[src/rtl/nanomamba_pkg.sv]
// Shared types and constants for the NanoMamba keyword-spotting decision stage.
package nanomamba_pkg;

  localparam int unsigned CLS_W     = 4;
  localparam int unsigned CONF_W    = 8;
  localparam int unsigned VOTE_W    = 4;
  localparam int unsigned CNT_W     = 4;
  localparam int unsigned N_CLASSES = 12;

  localparam logic [CLS_W-1:0] SILENCE_CLASS = CLS_W'(0);
  localparam logic [CLS_W-1:0] UNKNOWN_CLASS = CLS_W'(1);

  typedef struct packed {
    logic             qual;
    logic [CLS_W-1:0] cls;
  } hist_entry_t;

  typedef enum logic [1:0] {
    S_ARMED = 2'd0,
    S_EVAL  = 2'd1,
    S_COOL  = 2'd2
  } state_t;

endpackage

[src/rtl/nanomamba_kws_decision_if.sv]
// Classifier-result, host-interrupt and detection signals of the decision stage.
interface nanomamba_kws_decision_if;
  import nanomamba_pkg::*;

  logic                  cfg_enable;
  logic                  cls_valid;
  logic [CLS_W-1:0]      cls_index;
  logic [CONF_W-1:0]     cls_conf;
  logic                  irq_ack;
  logic                  det_valid;
  logic [CLS_W-1:0]      det_class;
  logic [VOTE_W-1:0]     det_votes;
  logic                  irq;
  logic                  overrun;
  logic [1:0]            state_o;

  modport master (
    output cfg_enable, cls_valid, cls_index, cls_conf, irq_ack,
    input  det_valid, det_class, det_votes, irq, overrun, state_o
  );

  modport slave (
    input  cfg_enable, cls_valid, cls_index, cls_conf, irq_ack,
    output det_valid, det_class, det_votes, irq, overrun, state_o
  );

endinterface

[src/rtl/nanomamba_vote_counter.sv]
// Counts qualified history entries whose class matches the key class.
module nanomamba_vote_counter
  import nanomamba_pkg::*;
#(
  parameter int unsigned DEPTH = 4
) (
  input  hist_entry_t [DEPTH-1:0] hist,
  input  logic [CLS_W-1:0]        key,
  output logic [VOTE_W-1:0]       votes_c
);

  always_comb begin
    votes_c = '0;
    for (int i = 0; i < int'(DEPTH); i++) begin
      if (hist[i].qual && (hist[i].cls == key)) begin
        votes_c = votes_c + VOTE_W'(1);
      end
    end
  end

endmodule

[src/rtl/nanomamba_kws_decision.sv]
// Keyword decision: history of classifier results, majority vote, debounced
// detection with interrupt, overrun flag and post-detection cooldown.
module nanomamba_kws_decision
  import nanomamba_pkg::*;
#(
  parameter int unsigned HIST_DEPTH  = 4,
  parameter int unsigned VOTE_MIN    = 3,
  parameter int          CONF_THRESH = 32,
  parameter int unsigned COOLDOWN    = 4
) (
  input logic                       clk,
  input logic                       rst_n,
  nanomamba_kws_decision_if.slave   bus
);

  localparam logic signed [CONF_W-1:0] CONF_THRESH_S = CONF_W'(CONF_THRESH);
  localparam logic [CLS_W-1:0]         N_CLASSES_L   = CLS_W'(N_CLASSES);
  localparam logic [VOTE_W-1:0]        VOTE_MIN_L    = VOTE_W'(VOTE_MIN);
  localparam logic [CNT_W-1:0]         COOLDOWN_L    = CNT_W'(COOLDOWN);

  state_t                       state_q;
  hist_entry_t [HIST_DEPTH-1:0] hist_q;
  logic [CNT_W-1:0]             cooldown_q;
  logic                         det_valid_q;
  logic [CLS_W-1:0]             det_class_q;
  logic [VOTE_W-1:0]            det_votes_q;
  logic                         irq_q;
  logic                         overrun_q;

  logic                         qual_c;
  hist_entry_t                  new_entry_c;
  logic [VOTE_W-1:0]            votes_c;

  // Entry qualifies on confidence and on being a real, in-range keyword class.
  assign qual_c = ($signed(bus.cls_conf) >= CONF_THRESH_S) &&
                  (bus.cls_index != SILENCE_CLASS) &&
                  (bus.cls_index != UNKNOWN_CLASS) &&
                  (bus.cls_index < N_CLASSES_L);

  assign new_entry_c.qual = qual_c;
  assign new_entry_c.cls  = bus.cls_index;

  nanomamba_vote_counter #(
    .DEPTH (HIST_DEPTH)
  ) u_vote (
    .hist    (hist_q),
    .key     (hist_q[0].cls),
    .votes_c (votes_c)
  );

  always_ff @(posedge clk or negedge rst_n) begin
    if (!rst_n) begin
      state_q     <= S_ARMED;
      hist_q      <= '0;
      cooldown_q  <= '0;
      det_valid_q <= 1'b0;
      det_class_q <= '0;
      det_votes_q <= '0;
      irq_q       <= 1'b0;
      overrun_q   <= 1'b0;
    end else begin
      det_valid_q <= 1'b0;
      // Acknowledge first so a same-cycle set below takes priority.
      if (bus.irq_ack) begin
        irq_q     <= 1'b0;
        overrun_q <= 1'b0;
      end
      if (!bus.cfg_enable) begin
        state_q    <= S_ARMED;
        hist_q     <= '0;
        cooldown_q <= '0;
      end else begin
        case (state_q)
          S_ARMED: begin
            if (bus.cls_valid) begin
              hist_q  <= {hist_q[HIST_DEPTH-2:0], new_entry_c};
              state_q <= S_EVAL;
            end
          end
          S_EVAL: begin
            if (bus.cls_valid) begin
              overrun_q <= 1'b1;
            end
            if (hist_q[0].qual && (votes_c >= VOTE_MIN_L)) begin
              det_valid_q <= 1'b1;
              det_class_q <= hist_q[0].cls;
              det_votes_q <= votes_c;
              irq_q       <= 1'b1;
              hist_q      <= '0;
              cooldown_q  <= COOLDOWN_L;
              state_q     <= (COOLDOWN > 0) ? S_COOL : S_ARMED;
            end else begin
              state_q <= S_ARMED;
            end
          end
          S_COOL: begin
            // Results during cooldown are consumed without entering history.
            if (bus.cls_valid) begin
              if (cooldown_q <= CNT_W'(1)) begin
                cooldown_q <= '0;
                state_q    <= S_ARMED;
              end else begin
                cooldown_q <= cooldown_q - CNT_W'(1);
              end
            end
          end
          default: state_q <= S_ARMED;
        endcase
      end
    end
  end

  assign bus.det_valid = det_valid_q;
  assign bus.det_class = det_class_q;
  assign bus.det_votes = det_votes_q;
  assign bus.irq       = irq_q;
  assign bus.overrun   = overrun_q;
  assign bus.state_o   = state_q;

endmodule

[src/flat_wrapper.sv]
// flat-port wrapper written by rule: the top's interface ports become plain ports
module nanomamba_kws_decision_flat import nanomamba_pkg::*;
#(
  parameter int unsigned HIST_DEPTH  = 4,
  parameter int unsigned VOTE_MIN    = 3,
  parameter int          CONF_THRESH = 32,
  parameter int unsigned COOLDOWN    = 4
)
  (clk, rst_n, bus_cfg_enable, bus_cls_valid, bus_cls_index, bus_cls_conf, bus_irq_ack, bus_det_valid, bus_det_class, bus_det_votes, bus_irq, bus_overrun, bus_state_o);
  nanomamba_kws_decision_if bus_i ();
  input logic clk;
  input logic rst_n;
  input wire logic [$bits(bus_i.cfg_enable)-1:0] bus_cfg_enable;
  input wire logic [$bits(bus_i.cls_valid)-1:0] bus_cls_valid;
  input wire logic [$bits(bus_i.cls_index)-1:0] bus_cls_index;
  input wire logic [$bits(bus_i.cls_conf)-1:0] bus_cls_conf;
  input wire logic [$bits(bus_i.irq_ack)-1:0] bus_irq_ack;
  output wire logic [$bits(bus_i.det_valid)-1:0] bus_det_valid;
  output wire logic [$bits(bus_i.det_class)-1:0] bus_det_class;
  output wire logic [$bits(bus_i.det_votes)-1:0] bus_det_votes;
  output wire logic [$bits(bus_i.irq)-1:0] bus_irq;
  output wire logic [$bits(bus_i.overrun)-1:0] bus_overrun;
  output wire logic [$bits(bus_i.state_o)-1:0] bus_state_o;
  assign bus_i.cfg_enable = bus_cfg_enable;
  assign bus_i.cls_valid = bus_cls_valid;
  assign bus_i.cls_index = bus_cls_index;
  assign bus_i.cls_conf = bus_cls_conf;
  assign bus_i.irq_ack = bus_irq_ack;
  assign bus_det_valid = bus_i.det_valid;
  assign bus_det_class = bus_i.det_class;
  assign bus_det_votes = bus_i.det_votes;
  assign bus_irq = bus_i.irq;
  assign bus_overrun = bus_i.overrun;
  assign bus_state_o = bus_i.state_o;
  nanomamba_kws_decision #(.HIST_DEPTH(HIST_DEPTH), .VOTE_MIN(VOTE_MIN), .CONF_THRESH(CONF_THRESH), .COOLDOWN(COOLDOWN)) u_core (.clk(clk), .rst_n(rst_n), .bus(bus_i));
endmodule
[config.mk]
export PLATFORM = sky130hd
export DESIGN_NAME = nanomamba_kws_decision_flat
export DESIGN_NICKNAME = d
export VERILOG_FILES = /design/src/rtl/nanomamba_pkg.sv /design/src/rtl/nanomamba_kws_decision_if.sv /design/src/rtl/nanomamba_vote_counter.sv /design/src/rtl/nanomamba_kws_decision.sv /design/src/flat_wrapper.sv
export SDC_FILE = /design/constraint.sdc
export NUM_CORES = 1
export LEC_CHECK = 0
export CAP_MARGIN = 20
export CELL_PAD_IN_SITES_DETAIL_PLACEMENT = 1
export CELL_PAD_IN_SITES_GLOBAL_PLACEMENT = 1
export CORE_ASPECT_RATIO = 1.4
export CORE_MARGIN = 10
export CORE_UTILIZATION = 37
export CTS_CLUSTER_DIAMETER = 80
export DETAILED_ROUTE_END_ITERATION = 10
export GPL_TIMING_DRIVEN = 0
export PLACE_DENSITY_LB_ADDON = 0.1
export SYNTH_ARGS = -nofsm -noshare
export SYNTH_HDL_FRONTEND = slang
export SYNTH_SLANG_ARGS = --single-unit
[constraint.sdc]
create_clock -name clk -period 3.2 [get_ports clk]
set_clock_uncertainty 0.15 [all_clocks]
set_input_delay 0.32 -clock clk [delete_from_list [all_inputs] [get_ports clk]]
set_output_delay 0.32 -clock clk [all_outputs]
set_load 0.005 [all_outputs]
==> flow_metrics.env <==
export IMPL_outcome="finished with violations"
export IMPL_violations="hold timing"
export IMPL_grt_pass1_vias=1851
export IMPL_yosys_register_bits=37
export IMPL_power_density_nw_per_um2=393
export IMPL_grtUsageMet3=0.0271
export IMPL_antenna_left=0
export IMPL_setup_violations=0
export IMPL_die_y_um=108
export IMPL_area_delta_synth_final_pct=29.8
export IMPL_slew_headroom=0.433
export IMPL_io_pins=30
export IMPL_path_class="register to register"
export IMPL_syn_inst=215
export IMPL_ys_types=40
export IMPL_cp_buffers_inverters=0
export IMPL_fillers=652
export IMPL_p_int_uw=788
export IMPL_routed_wl_mm=5.47
export IMPL_crit_chain="xor2_2 -> nor3_2 -> nand3_2 -> ha_4 -> a21boi_4 -> or2_4 -> ha_4 -> nand3_2 -> nor2_4 -> xnor2_2 -> o221a_4 -> a32o_2 -> mux2_4"
export IMPL_cts_tree="built"
export IMPL_crit_fanout=6
export IMPL_gr_max_usage_layer="met2"
export IMPL_clock_path_buffers=2
export IMPL_root_buffer="clkbuf_8"
export IMPL_wl_per_cell_um=17.1
export IMPL_dp_hpwl_mm=3.93
export IMPL_p_leak_nw=1.11
export IMPL_use_met2=0.228
export IMPL_synth_area_um2=2050
export IMPL_hold_path_class="input port to async pin"
export IMPL_cpLargestDelayFamily="simple AND/OR/NAND/NOR gates"
export IMPL_postCtsHoldBufs=0
export IMPL_dp_cells=305
export IMPL_n_antenna_cell=0
export IMPL_critPathRequiredTime_ns=3.22
export IMPL_clock_latency_ns=0.29
export IMPL_drt_iter0_markers=52
export IMPL_placementRows=32
export IMPL_num_vias=1722
export IMPL_antenna_found_initial=0
export IMPL_start_util=0.377
export IMPL_cp_slowest_stage_delay_ns=0.43
export IMPL_gp_congestion=0.760
export IMPL_pwr_share_seq=0.463
export IMPL_grt_pass1_wl_mm=9.23
export IMPL_io_buffers=22
export IMPL_final_common_cell="dfrtp_1"
export IMPL_numCtsBuffers=5
export IMPL_clkPwrFrac=0.408
export IMPL_placed_area_um2=2350
export IMPL_path_clk_slew_ns=0.08
export IMPL_grt_max_degree=38
export IMPL_fmax_ghz=0.322
export IMPL_worst_pin_slew_ns=0.850
export IMPL_core_area_um2=5450
export IMPL_finalCritPeriodShare=0.970
export IMPL_vias_per_cell=5.38
export IMPL_cp_slowest_cell="dfrtp_1"
export IMPL_finalInstanceArea_um2=2660
export IMPL_whs_ns=-0.0194
export IMPL_p_comb_frac=0.129
export IMPL_clock_sinks=37
export IMPL_synth_fp_nets=237
export IMPL_slew_violations=0
export IMPL_critPathLaunchType="register"
export IMPL_rsz0062_at_grt="yes"
export IMPL_chipWidth_um=82.9
export IMPL_max_cap_viol_count=0
export IMPL_fin_nets=273
export IMPL_yosysSeqAreaShare=0.451
export IMPL_design_die_area_um2=8970
export IMPL_yosysWarnings=0
export IMPL_p_sw_frac=0.248
export IMPL_detail_route_first_pass_iterations=4
export IMPL_htreeDepth=2
export IMPL_grt_usage=0.123
export IMPL_final_cell_mix="dfrtp_1 (37), nand3_1 (25), nand2_1 (25)"
export IMPL_netSwitchingPower_uw=260
export IMPL_cp_arrival_ns=3.13
export IMPL_crit_path_end_kind="register"
export IMPL_hold_viol=33
export IMPL_fin_cells=320
export IMPL_vdd_drop_max_v=0.000281
export IMPL_synth_area_per_cell_um2=9.54
export IMPL_grt_overflow_total=0
export IMPL_drc=0
export IMPL_period_minus_slack_ns=3.10
export IMPL_utilization=0.489
export IMPL_use_met1=0.135
export IMPL_drive_above_1_share=0.222
[layout make-up]
class                      count  area (µm²)  share of cell area
buffer                        15        90.1              0.0338
multi-input combinational    151        1120               0.420
inverter                      10        37.5              0.0141
timing repair buffer          31         290               0.109
sequential                    37         926               0.348
tap                           68        85.1              0.0319
clock inverter                 1        30.0              0.0113
clock buffer                   7        86.3              0.0324
[state kept, by name, indices dropped and copies added, names as in the netlist]
register	flops
u_core.bus.det_class	4
u_core.bus.det_valid	1
u_core.cooldown_q	4
u_core.bus.irq	1
u_core.bus.overrun	1
u_core.bus.state_o	2
u_core.hist_q	20
u_core.bus.det_votes	4
[cells in the mapped netlist]
| cell | number | area [µm²] |
|---|---|---|
| nor2_4 | 1 | 11.3 |
| nor2_1 | 8 | 30.0 |
| clkbuf_1 | 9 | 33.8 |
| nand4_1 | 1 | 6.26 |
| and2_2 | 1 | 7.51 |
| dfrtp_1 | 37 | 926 |
| xnor2_1 | 8 | 70.1 |
| nor2b_1 | 2 | 12.5 |
| buf_4 | 1 | 7.51 |
| a21boi_2 | 1 | 11.3 |
| or4_1 | 2 | 15.0 |
| mux2_2 | 6 | 67.6 |
| ha_1 | 5 | 62.6 |
| and2b_1 | 1 | 7.51 |
| nand3_1 | 27 | 135 |
| o21ai_0 | 8 | 40.0 |
| buf_2 | 2 | 10.0 |
| nor3_1 | 7 | 35.0 |
| o221a_4 | 1 | 20.0 |
| buf_6 | 5 | 56.3 |
| a2111oi_0 | 1 | 8.76 |
| a21oi_1 | 5 | 25.0 |
| or2_2 | 1 | 6.26 |
| a21o_2 | 1 | 8.76 |
| xor2_1 | 3 | 26.3 |
| nand2b_1 | 1 | 6.26 |
| and3_1 | 1 | 6.26 |
| a32o_2 | 1 | 11.3 |
| mux2_4 | 1 | 15.0 |
| o22ai_1 | 20 | 125 |
| or2_4 | 1 | 8.76 |
| nor4_1 | 1 | 6.26 |
| or3b_2 | 1 | 8.76 |
| inv_1 | 10 | 37.5 |
| o32ai_1 | 2 | 17.5 |
| nand4b_1 | 1 | 8.76 |
| nand2_1 | 26 | 97.6 |
| a31oi_1 | 1 | 6.26 |
| o21a_1 | 1 | 7.51 |
| xnor2_2 | 3 | 48.8 |
[stage by stage]
step | TNS [ns] | setup WS (ns) | power [mW]
2_1_floorplan | 0 | 0.0692 | 0.566
3_3_place_gp | -3.62 | -0.237 | 0.614
3_5_place_dp | -4.45 | -0.253 | 0.615
4_1_cts | -0.143 | -0.0218 | 1.05
5_1_grt | -0.0765 | -0.0765 | 1.09
6_report | 0 | 0.0961 | 1.05
[cells by family after synthesis]
logic type	synth area share
buffers and inverters	0.0707
AND/OR/NAND/NOR	0.199
XOR/XNOR	0.0707
AO/OA/AOI/OAI	0.137
flip-flops	0.451
adder cells (fa/ha/maj)	0.0305
multiplexers	0.0402
[layer usage]
layer	routed length [µm]	part of all wire
met1	2230	0.41
met2	3030	0.55
met3	146	0.027
met4	69	0.013
met5	0	0
[power groups by stage]
stage	combinational, mW	clock (mW)	sequential [mW]
5_1_grt	0.150	0.453	0.488
6_report	0.135	0.427	0.486
2_1_floorplan	0.0744	0	0.492
3_5_place_dp	0.121	0	0.494
4_1_cts	0.134	0.435	0.485
3_3_place_gp	0.120	0	0.493
[final timing paths]
check,startpoint,endpoint,slack [ns],cells after the start
setup reg to reg,u_core.hist_q[5],u_core.cooldown_q[1],0.1,13
setup / recovery,u_core.hist_q[5],u_core.cooldown_q[1],0.1,13
hold / removal,rst_n,u_core.bus.det_votes[3],-0.02,1
max in group asynchronous,rst_n,u_core.hist_q[9],2.37,1
min in group clk,bus_cfg_enable,u_core.cooldown_q[3],0.20,3
hold reg to reg,u_core.bus.det_votes[3],u_core.bus.det_votes[3],0.36,1
[timing repair]
action	in CTS	in global routing
setup buffers	8	1
gates resized for setup	17	13
pin swaps	11	3
endpoints found under the setup margin	31	30
Power figures use the tool's default switching activity.
